<file path="config.mk">
export PLATFORM = sky130hd
export DESIGN_NAME = axi4_burst_cmd_master_flat
export DESIGN_NICKNAME = d
export VERILOG_FILES = /design/src/rtl/axi4_burst_cmd_master_if.sv /design/src/rtl/axi4_burst_cmd_master.sv /design/src/flat_wrapper.sv
export SDC_FILE = /design/constraint.sdc
export NUM_CORES = 1
export LEC_CHECK = 0
export BUFFER_PORTS_ARGS = -buffer_cell sky130_fd_sc_hd__buf_2
export CORE_AREA = 5 5 175 177
export CTS_CLUSTER_DIAMETER = 150
export CTS_CLUSTER_SIZE = 40
export DETAILED_ROUTE_END_ITERATION = 8
export DIE_AREA = 0 0 180 182
export PLACE_DENSITY = 0.42
export SYNTH_ARGS = -nofsm -noshare
export SYNTH_HDL_FRONTEND = slang
export SYNTH_SLANG_ARGS = --single-unit
</file>
<file path="constraint.sdc">
create_clock -name clk -period 3.9 [get_ports clk]
set_input_delay 0.195 -clock clk [delete_from_list [all_inputs] [get_ports clk]]
set_output_delay 0.195 -clock clk [all_outputs]
set_load 0.02 [all_outputs]
</file>
<file path="src/rtl/axi4_burst_cmd_master_if.sv">
// rtl/axi4_burst_cmd_master_if.sv - AXI4 write/read channel bundle for the burst command master
interface axi4_burst_cmd_master_if #(
    parameter int DATA_W = 64,
    parameter int ADDR_W = 32,
    parameter int ID_W   = 4
);
    localparam int STRB_W = DATA_W / 8;

    logic [ID_W-1:0]   AWID_a;
    logic [ADDR_W-1:0] AWADDR_a;
    logic [7:0]        AWLEN_a;
    logic [2:0]        AWSIZE_a;
    logic [1:0]        AWBURST_a;
    logic              AWVALID_a;
    logic              AWREADY_a;

    logic [DATA_W-1:0] WDATA_a;
    logic [STRB_W-1:0] WSTRB_a;
    logic              WLAST_a;
    logic              WVALID_a;
    logic              WREADY_a;

    logic [ID_W-1:0]   BID_a;
    logic [1:0]        BRESP_a;
    logic              BVALID_a;
    logic              BREADY_a;

    logic [ID_W-1:0]   ARID_a;
    logic [ADDR_W-1:0] ARADDR_a;
    logic [7:0]        ARLEN_a;
    logic [2:0]        ARSIZE_a;
    logic [1:0]        ARBURST_a;
    logic              ARVALID_a;
    logic              ARREADY_a;

    logic [ID_W-1:0]   RID_a;
    logic [DATA_W-1:0] RDATA_a;
    logic [1:0]        RRESP_a;
    logic              RLAST_a;
    logic              RVALID_a;
    logic              RREADY_a;

    modport master (
        output AWID_a, AWADDR_a, AWLEN_a, AWSIZE_a, AWBURST_a, AWVALID_a,
        input  AWREADY_a,
        output WDATA_a, WSTRB_a, WLAST_a, WVALID_a,
        input  WREADY_a,
        input  BID_a, BRESP_a, BVALID_a,
        output BREADY_a,
        output ARID_a, ARADDR_a, ARLEN_a, ARSIZE_a, ARBURST_a, ARVALID_a,
        input  ARREADY_a,
        input  RID_a, RDATA_a, RRESP_a, RLAST_a, RVALID_a,
        output RREADY_a
    );

    modport slave (
        input  AWID_a, AWADDR_a, AWLEN_a, AWSIZE_a, AWBURST_a, AWVALID_a,
        output AWREADY_a,
        input  WDATA_a, WSTRB_a, WLAST_a, WVALID_a,
        output WREADY_a,
        output BID_a, BRESP_a, BVALID_a,
        input  BREADY_a,
        input  ARID_a, ARADDR_a, ARLEN_a, ARSIZE_a, ARBURST_a, ARVALID_a,
        output ARREADY_a,
        output RID_a, RDATA_a, RRESP_a, RLAST_a, RVALID_a,
        input  RREADY_a
    );
endinterface

</file>
<file path="src/rtl/axi4_burst_cmd_master.sv">
// rtl/axi4_burst_cmd_master.sv - FIFO-fed AXI4 master issuing one INCR burst per command word
module axi4_burst_cmd_master #(
    parameter int   DATA_W = 64,
    parameter int   ADDR_W = 32,
    parameter int   ID_W   = 4,
    localparam int  STRB_W = DATA_W / 8,
    localparam int  CMD_W  = 1 + ID_W + 8 + ADDR_W,
    localparam int  RSP_W  = 2 + ID_W + 2 + DATA_W
) (
    input  logic                     clk,
    input  logic                     rst,
    input  logic                     i_cmd_empty,
    input  logic [CMD_W-1:0]         i_cmd_rdata,
    output logic                     o_cmd_rd_en,
    input  logic                     i_wd_empty,
    input  logic [DATA_W+STRB_W-1:0] i_wd_rdata,
    output logic                     o_wd_rd_en,
    input  logic                     i_rsp_full,
    output logic                     o_rsp_wr_en,
    output logic [RSP_W-1:0]         o_rsp_wdata,
    axi4_burst_cmd_master_if.master  axi,
    output logic                     o_busy,
    output logic                     o_err
);
    typedef enum logic [2:0] {S_IDLE, S_AW, S_W, S_B, S_AR, S_R} state_t;

    state_t            r_state;
    state_t            w_next;
    logic              r_armed;
    logic [ID_W-1:0]   r_id;
    logic [7:0]        r_len;
    logic [7:0]        r_cnt;
    logic [ADDR_W-1:0] r_addr;
    logic              r_err;

    logic w_pop, w_awvalid, w_arvalid, w_wvalid, w_bready, w_rready;
    logic w_cnt_last, w_w_hs, w_b_hs, w_r_hs;

    assign w_cnt_last = (r_cnt == r_len);

    always_ff @(posedge clk or posedge rst) begin
        if (rst) begin
            r_state <= S_IDLE;
        end else begin
            r_state <= w_next;
        end
    end

    always_comb begin
        w_next    = r_state;
        w_pop     = 1'b0;
        w_awvalid = 1'b0;
        w_arvalid = 1'b0;
        w_wvalid  = 1'b0;
        w_bready  = 1'b0;
        w_rready  = 1'b0;
        case (r_state)
            S_IDLE: begin
                if (r_armed && !i_cmd_empty) begin
                    w_pop  = 1'b1;
                    w_next = i_cmd_rdata[CMD_W-1] ? S_AW : S_AR;
                end
            end
            S_AW: begin
                w_awvalid = 1'b1;
                if (axi.AWREADY_a) w_next = S_W;
            end
            S_W: begin
                w_wvalid = !i_wd_empty;
                if (w_wvalid && axi.WREADY_a && w_cnt_last) w_next = S_B;
            end
            S_B: begin
                w_bready = !i_rsp_full;
                if (w_bready && axi.BVALID_a) w_next = S_IDLE;
            end
            S_AR: begin
                w_arvalid = 1'b1;
                if (axi.ARREADY_a) w_next = S_R;
            end
            S_R: begin
                w_rready = !i_rsp_full;
                if (w_rready && axi.RVALID_a && axi.RLAST_a) w_next = S_IDLE;
            end
            default: w_next = S_IDLE;
        endcase
    end

    assign w_w_hs = w_wvalid & axi.WREADY_a;
    assign w_b_hs = w_bready & axi.BVALID_a;
    assign w_r_hs = w_rready & axi.RVALID_a;

    // r_armed keeps the command FIFO untouched while reset is held
    always_ff @(posedge clk or posedge rst) begin
        if (rst) begin
            r_armed <= 1'b0;
            r_id    <= '0;
            r_len   <= '0;
            r_cnt   <= '0;
            r_addr  <= '0;
            r_err   <= 1'b0;
        end else begin
            r_armed <= 1'b1;
            if (w_pop) begin
                r_id   <= i_cmd_rdata[CMD_W-2 -: ID_W];
                r_len  <= i_cmd_rdata[ADDR_W+7:ADDR_W];
                r_addr <= i_cmd_rdata[ADDR_W-1:0];
                r_cnt  <= '0;
            end
            if (w_w_hs || w_r_hs) begin
                r_cnt <= r_cnt + 8'd1;
            end
            if (w_b_hs && (axi.BID_a != r_id)) begin
                r_err <= 1'b1;
            end
            // RLAST must coincide exactly with the len-th beat
            if (w_r_hs && ((axi.RID_a != r_id) || (axi.RLAST_a != w_cnt_last))) begin
                r_err <= 1'b1;
            end
        end
    end

    assign o_cmd_rd_en = w_pop;
    assign o_wd_rd_en  = w_w_hs;
    assign o_rsp_wr_en = w_b_hs | w_r_hs;
    assign o_rsp_wdata = (r_state == S_B)
                       ? {2'b01, axi.BID_a, axi.BRESP_a, {DATA_W{1'b0}}}
                       : {(axi.RLAST_a ? 2'b11 : 2'b10), axi.RID_a, axi.RRESP_a, axi.RDATA_a};
    assign o_busy      = (r_state != S_IDLE);
    assign o_err       = r_err;

    assign axi.AWID_a    = r_id;
    assign axi.AWADDR_a  = r_addr;
    assign axi.AWLEN_a   = r_len;
    assign axi.AWSIZE_a  = 3'($clog2(STRB_W));
    assign axi.AWBURST_a = 2'b01;
    assign axi.AWVALID_a = w_awvalid;

    assign axi.WDATA_a   = i_wd_rdata[DATA_W-1:0];
    assign axi.WSTRB_a   = i_wd_rdata[DATA_W+STRB_W-1:DATA_W];
    assign axi.WLAST_a   = (r_state == S_W) && w_cnt_last;
    assign axi.WVALID_a  = w_wvalid;

    assign axi.BREADY_a  = w_bready;

    assign axi.ARID_a    = r_id;
    assign axi.ARADDR_a  = r_addr;
    assign axi.ARLEN_a   = r_len;
    assign axi.ARSIZE_a  = 3'($clog2(STRB_W));
    assign axi.ARBURST_a = 2'b01;
    assign axi.ARVALID_a = w_arvalid;

    assign axi.RREADY_a  = w_rready;
endmodule

</file>
<file path="src/flat_wrapper.sv">
// flat-port wrapper written by rule: the top's interface ports become plain ports
module axi4_burst_cmd_master_flat 
#(
    parameter int   DATA_W = 64,
    parameter int   ADDR_W = 32,
    parameter int   ID_W   = 4,
    localparam int  STRB_W = DATA_W / 8,
    localparam int  CMD_W  = 1 + ID_W + 8 + ADDR_W,
    localparam int  RSP_W  = 2 + ID_W + 2 + DATA_W
)
  (clk, rst, i_cmd_empty, i_cmd_rdata, o_cmd_rd_en, i_wd_empty, i_wd_rdata, o_wd_rd_en, i_rsp_full, o_rsp_wr_en, o_rsp_wdata, o_busy, o_err, axi_AWID_a, axi_AWADDR_a, axi_AWLEN_a, axi_AWSIZE_a, axi_AWBURST_a, axi_AWVALID_a, axi_AWREADY_a, axi_WDATA_a, axi_WSTRB_a, axi_WLAST_a, axi_WVALID_a, axi_WREADY_a, axi_BID_a, axi_BRESP_a, axi_BVALID_a, axi_BREADY_a, axi_ARID_a, axi_ARADDR_a, axi_ARLEN_a, axi_ARSIZE_a, axi_ARBURST_a, axi_ARVALID_a, axi_ARREADY_a, axi_RID_a, axi_RDATA_a, axi_RRESP_a, axi_RLAST_a, axi_RVALID_a, axi_RREADY_a);
  axi4_burst_cmd_master_if #(.DATA_W(DATA_W), .ADDR_W(ADDR_W), .ID_W(ID_W)) axi_i ();
  input  logic clk;
  input  logic rst;
  input  logic i_cmd_empty;
  input  logic [CMD_W-1:0] i_cmd_rdata;
  output logic o_cmd_rd_en;
  input  logic i_wd_empty;
  input  logic [DATA_W+STRB_W-1:0] i_wd_rdata;
  output logic o_wd_rd_en;
  input  logic i_rsp_full;
  output logic o_rsp_wr_en;
  output logic [RSP_W-1:0] o_rsp_wdata;
  output logic o_busy;
  output logic o_err;
  output wire logic [$bits(axi_i.AWID_a)-1:0] axi_AWID_a;
  output wire logic [$bits(axi_i.AWADDR_a)-1:0] axi_AWADDR_a;
  output wire logic [$bits(axi_i.AWLEN_a)-1:0] axi_AWLEN_a;
  output wire logic [$bits(axi_i.AWSIZE_a)-1:0] axi_AWSIZE_a;
  output wire logic [$bits(axi_i.AWBURST_a)-1:0] axi_AWBURST_a;
  output wire logic [$bits(axi_i.AWVALID_a)-1:0] axi_AWVALID_a;
  input wire logic [$bits(axi_i.AWREADY_a)-1:0] axi_AWREADY_a;
  output wire logic [$bits(axi_i.WDATA_a)-1:0] axi_WDATA_a;
  output wire logic [$bits(axi_i.WSTRB_a)-1:0] axi_WSTRB_a;
  output wire logic [$bits(axi_i.WLAST_a)-1:0] axi_WLAST_a;
  output wire logic [$bits(axi_i.WVALID_a)-1:0] axi_WVALID_a;
  input wire logic [$bits(axi_i.WREADY_a)-1:0] axi_WREADY_a;
  input wire logic [$bits(axi_i.BID_a)-1:0] axi_BID_a;
  input wire logic [$bits(axi_i.BRESP_a)-1:0] axi_BRESP_a;
  input wire logic [$bits(axi_i.BVALID_a)-1:0] axi_BVALID_a;
  output wire logic [$bits(axi_i.BREADY_a)-1:0] axi_BREADY_a;
  output wire logic [$bits(axi_i.ARID_a)-1:0] axi_ARID_a;
  output wire logic [$bits(axi_i.ARADDR_a)-1:0] axi_ARADDR_a;
  output wire logic [$bits(axi_i.ARLEN_a)-1:0] axi_ARLEN_a;
  output wire logic [$bits(axi_i.ARSIZE_a)-1:0] axi_ARSIZE_a;
  output wire logic [$bits(axi_i.ARBURST_a)-1:0] axi_ARBURST_a;
  output wire logic [$bits(axi_i.ARVALID_a)-1:0] axi_ARVALID_a;
  input wire logic [$bits(axi_i.ARREADY_a)-1:0] axi_ARREADY_a;
  input wire logic [$bits(axi_i.RID_a)-1:0] axi_RID_a;
  input wire logic [$bits(axi_i.RDATA_a)-1:0] axi_RDATA_a;
  input wire logic [$bits(axi_i.RRESP_a)-1:0] axi_RRESP_a;
  input wire logic [$bits(axi_i.RLAST_a)-1:0] axi_RLAST_a;
  input wire logic [$bits(axi_i.RVALID_a)-1:0] axi_RVALID_a;
  output wire logic [$bits(axi_i.RREADY_a)-1:0] axi_RREADY_a;
  assign axi_AWID_a = axi_i.AWID_a;
  assign axi_AWADDR_a = axi_i.AWADDR_a;
  assign axi_AWLEN_a = axi_i.AWLEN_a;
  assign axi_AWSIZE_a = axi_i.AWSIZE_a;
  assign axi_AWBURST_a = axi_i.AWBURST_a;
  assign axi_AWVALID_a = axi_i.AWVALID_a;
  assign axi_i.AWREADY_a = axi_AWREADY_a;
  assign axi_WDATA_a = axi_i.WDATA_a;
  assign axi_WSTRB_a = axi_i.WSTRB_a;
  assign axi_WLAST_a = axi_i.WLAST_a;
  assign axi_WVALID_a = axi_i.WVALID_a;
  assign axi_i.WREADY_a = axi_WREADY_a;
  assign axi_i.BID_a = axi_BID_a;
  assign axi_i.BRESP_a = axi_BRESP_a;
  assign axi_i.BVALID_a = axi_BVALID_a;
  assign axi_BREADY_a = axi_i.BREADY_a;
  assign axi_ARID_a = axi_i.ARID_a;
  assign axi_ARADDR_a = axi_i.ARADDR_a;
  assign axi_ARLEN_a = axi_i.ARLEN_a;
  assign axi_ARSIZE_a = axi_i.ARSIZE_a;
  assign axi_ARBURST_a = axi_i.ARBURST_a;
  assign axi_ARVALID_a = axi_i.ARVALID_a;
  assign axi_i.ARREADY_a = axi_ARREADY_a;
  assign axi_i.RID_a = axi_RID_a;
  assign axi_i.RDATA_a = axi_RDATA_a;
  assign axi_i.RRESP_a = axi_RRESP_a;
  assign axi_i.RLAST_a = axi_RLAST_a;
  assign axi_i.RVALID_a = axi_RVALID_a;
  assign axi_RREADY_a = axi_i.RREADY_a;
  axi4_burst_cmd_master #(.DATA_W(DATA_W), .ADDR_W(ADDR_W), .ID_W(ID_W)) u_core (.clk(clk), .rst(rst), .i_cmd_empty(i_cmd_empty), .i_cmd_rdata(i_cmd_rdata), .o_cmd_rd_en(o_cmd_rd_en), .i_wd_empty(i_wd_empty), .i_wd_rdata(i_wd_rdata), .o_wd_rd_en(o_wd_rd_en), .i_rsp_full(i_rsp_full), .o_rsp_wr_en(o_rsp_wr_en), .o_rsp_wdata(o_rsp_wdata), .axi(axi_i), .o_busy(o_busy), .o_err(o_err));
endmodule
</file>
==> results.md <==
- Status: finished clean
- Routed WL per cell: 15.4 um
- Routed WL: 15400 um
- Max Clock Skew: 0.00898 ns
- Finished Layout Cells: 995
- Initial DRC count: 96
- CP required: 3.70 ns
- Crit Path Category: flop to output port
- Core Area: 29100 um^2
- First-pass GRT wire length: 22000 um
- Syn Area/Cell: 10.3 um^2
- Chip height: 182 um
- Layout fillers: 3270
- Final core occ: 0.194
- Number of antenna violations at the first check in global routing: 1
- Setup crit end kind: output port
- CP max FO: 59
- Final Setup Violations: 0
- Crit-path cells: nand3b_1, buf_4, mux2_2, buf_2
- # Post-CTS Setup Buffers: 0
- Chip width: 180 um
- Yosys warnings: 0
- Tcrit/Tclk final: 0.706
- Die ar.: 32800 um^2
- Post-synth cell types: 47
- Detailed placement HPWL: 12500 um
- PwrDens: 777 nW/um^2
- Asr flop ratio synth: 1.00
- Stages on worst setup path: 4
- Min Tclk post-route: 2.75 ns
- Crit path capture: o_rsp_wdata[65]
- WP data arrival: 2.56 ns
- IO Count: 457
- Synth Flop Type: dfrtp_1
- Clock Path Buffers: 2
- Top cells by count, synth: buf_4, and2_1, dfrtp_1
- Worst reg2reg startpoint: u_core.r_state[0]$_DFFE_PP0P_
- Worst setup SP type: flop
- Fmax achieved: 363 MHz
- Synth area leaders: dfrtp_1, buf_4, mux2_4
- Grt total ovfl: 0
- Placed instance count: 978
- Kind of cell adding the most delay to the critical path: buffers and inverters
- Placer Congestion: 0.733
- Worst Hold Class: input pin to async pin
- Post-route ant nets: 0
- Reg clk slew, reported paths: 0.06 ns
- Num CTS Buffers: 9
- Ratio of cells with drive above 1 in the final layout: 0.618
- Max-cap violations: 0
- CTS tree: done
- Starting Density: 0.148
- FP Rows: 63
- Via count: 3349
- Vias in the first global route: 3336
- Largest area contributor in the netlist: dfrtp_1
- Root buffer cell: clkbuf_16
- Least-Margin Pin Slew: 1.09 ns
- R2R Setup Slk: 1.58 ns
- Final nets: 804
- Syn Inst Count: 420
- Worst Setup SP: u_core.r_state[2]$_DFFE_PP0P_
- Total GRT Usage: 0.0882
- R2R depth: 3
- TritonRoute pass-1 iters: 4
- Final hold vios: 0
- Largest net degree at the start of global routing: 60
- Slowest-stage cell, CP: nand3b_1
- RSZ-0062 raised after global routing: false
- # clock sinks: 57
- Slew HR: 0.274
- Worst VDD drop: 0.233 mV
- Combined buffer and inverter count along the critical path: 2
- FF-to-FF End: u_core.axi.ARADDR_a[0]$_DFFE_PP0P_
- Via/cell ratio: 3.37
- Hold-fix buffers, CTS: 0
- Design Area, Final: 5630 um^2
- Drc violations: 0
- CP max stage delay: 0.63 ns
- Seq cells post-synth: 57
- I/O Buffers: 302
- Register area share after synthesis: 0.331
- Placed cell areas: 5300 um^2
- Syn Std Cell Area: 4310 um^2
- Top cell type's share of synthesized area: 0.331
- Setup TNS: 0 ns
- Post-synth EDFFs: 0
- Clk_lat worst skew: 0.33 ns
- Synthesis-to-layout area growth: 30.5%
- Most numerous cell in the Yosys netlist: buf_4
- Final Slew Violations: 0
- H-tree Lvls: 3
- # resized after CTS: 0
- Leak: 2.97 nW
==> where the power goes <==
part	total, mW	internal (mW)	switching, mW
logic	2.34	0.973	1.37
clock network	0.876	0.566	0.310
registers	1.16	0.860	0.298
==> cell type report <==
class	instances	area [um^2]	share of cell area
inverters	8	30.0	0.00533
clock buffers	9	225	0.0400
well taps	390	488	0.0867
clock inverters	7	103	0.0182
repair buffers	304	1530	0.271
diodes	1	2.50	0.000445
flip-flops and latches	57	1430	0.253
multi-input cells	219	1830	0.325
==> placed cells by master (no fill, tap or decap), drive strengths merged, types with 3 or more instances in the layout <==
cell type    n
buf        304
and2        64
dfrtp       57
mux2        50
conb        11
inv         10
clkbuf       9
xor2         8
xnor2        8
nor2         7
nand2        6
nand3        6
o21ai        6
mux2i        5
a21oi        4
o31ai        4
or3          4
nor3b        3
nor4         3
nand4        3
==> flip-flops by register name, indices dropped and copies added (netlist names) <==
name / cells
u_core.axi.ARADDR_a: 32
u_core.axi.ARID_a: 4
u_core.axi.ARLEN_a: 8
u_core.o_err: 1
u_core.r_armed: 1
u_core.r_cnt: 8
u_core.r_state: 3
==> metrics by stage <==
step | setup slack (ns) | hold WS [ns] | power, mW
after global placement | 1.49 | 0.390 | 3.55
after detailed placement | 1.45 | 0.390 | 3.55
final | 1.15 | 0.0246 | 4.37
after global routing | 0.873 | 0.0718 | 4.65
after floorplan | 2.00 | 0.327 | 3.11
after CTS | 1.08 | 0.0525 | 4.46
==> cells by family (layout without fill, tap and decap cells) <==
| logic type | Yosys count | in the layout | share of synthesized area |
|---|---|---|---|
| mux | 55 | 55 | 0.179 |
| flops | 57 | 57 | 0.331 |
| compound gates | 23 | 23 | 0.0383 |
| xor+xnor | 16 | 16 | 0.0325 |
| buf+inv | 153 | 328 | 0.254 |
| simple gates | 113 | 113 | 0.161 |
| fa+ha+maj | 1 | 1 | 0.00290 |
| other cells | 2 | 12 | 0.00174 |
==> per-layer routing <==
layer | wire length [um] | GRT usage | share of wire
met2 | 6650 | 0.125 | 0.43
met5 | 7 | 0 | 0.00046
met4 | 195 | 0.0280 | 0.013
met1 | 6960 | 0.118 | 0.45
met3 | 1550 | 0.0417 | 0.10
==> worst min-delay path by stage <==
stage                     depth (start not counted)                            endpoint           start
after floorplan                                   1  u_core.axi.ARADDR_a[0]$_DFFE_PP0P_  i_cmd_rdata[0]
after detailed placement                          0                      axi_WDATA_a[0]   i_wd_rdata[0]
after global placement                            0                      axi_WDATA_a[0]   i_wd_rdata[0]
after global routing                              2  u_core.axi.ARADDR_a[1]$_DFFE_PP0P_  i_cmd_rdata[1]
after CTS                                         2    u_core.axi.ARID_a[3]$_DFFE_PP0P_             rst
final                                             2    u_core.axi.ARID_a[3]$_DFFE_PP0P_             rst
(Power assumes the default switching activity.)
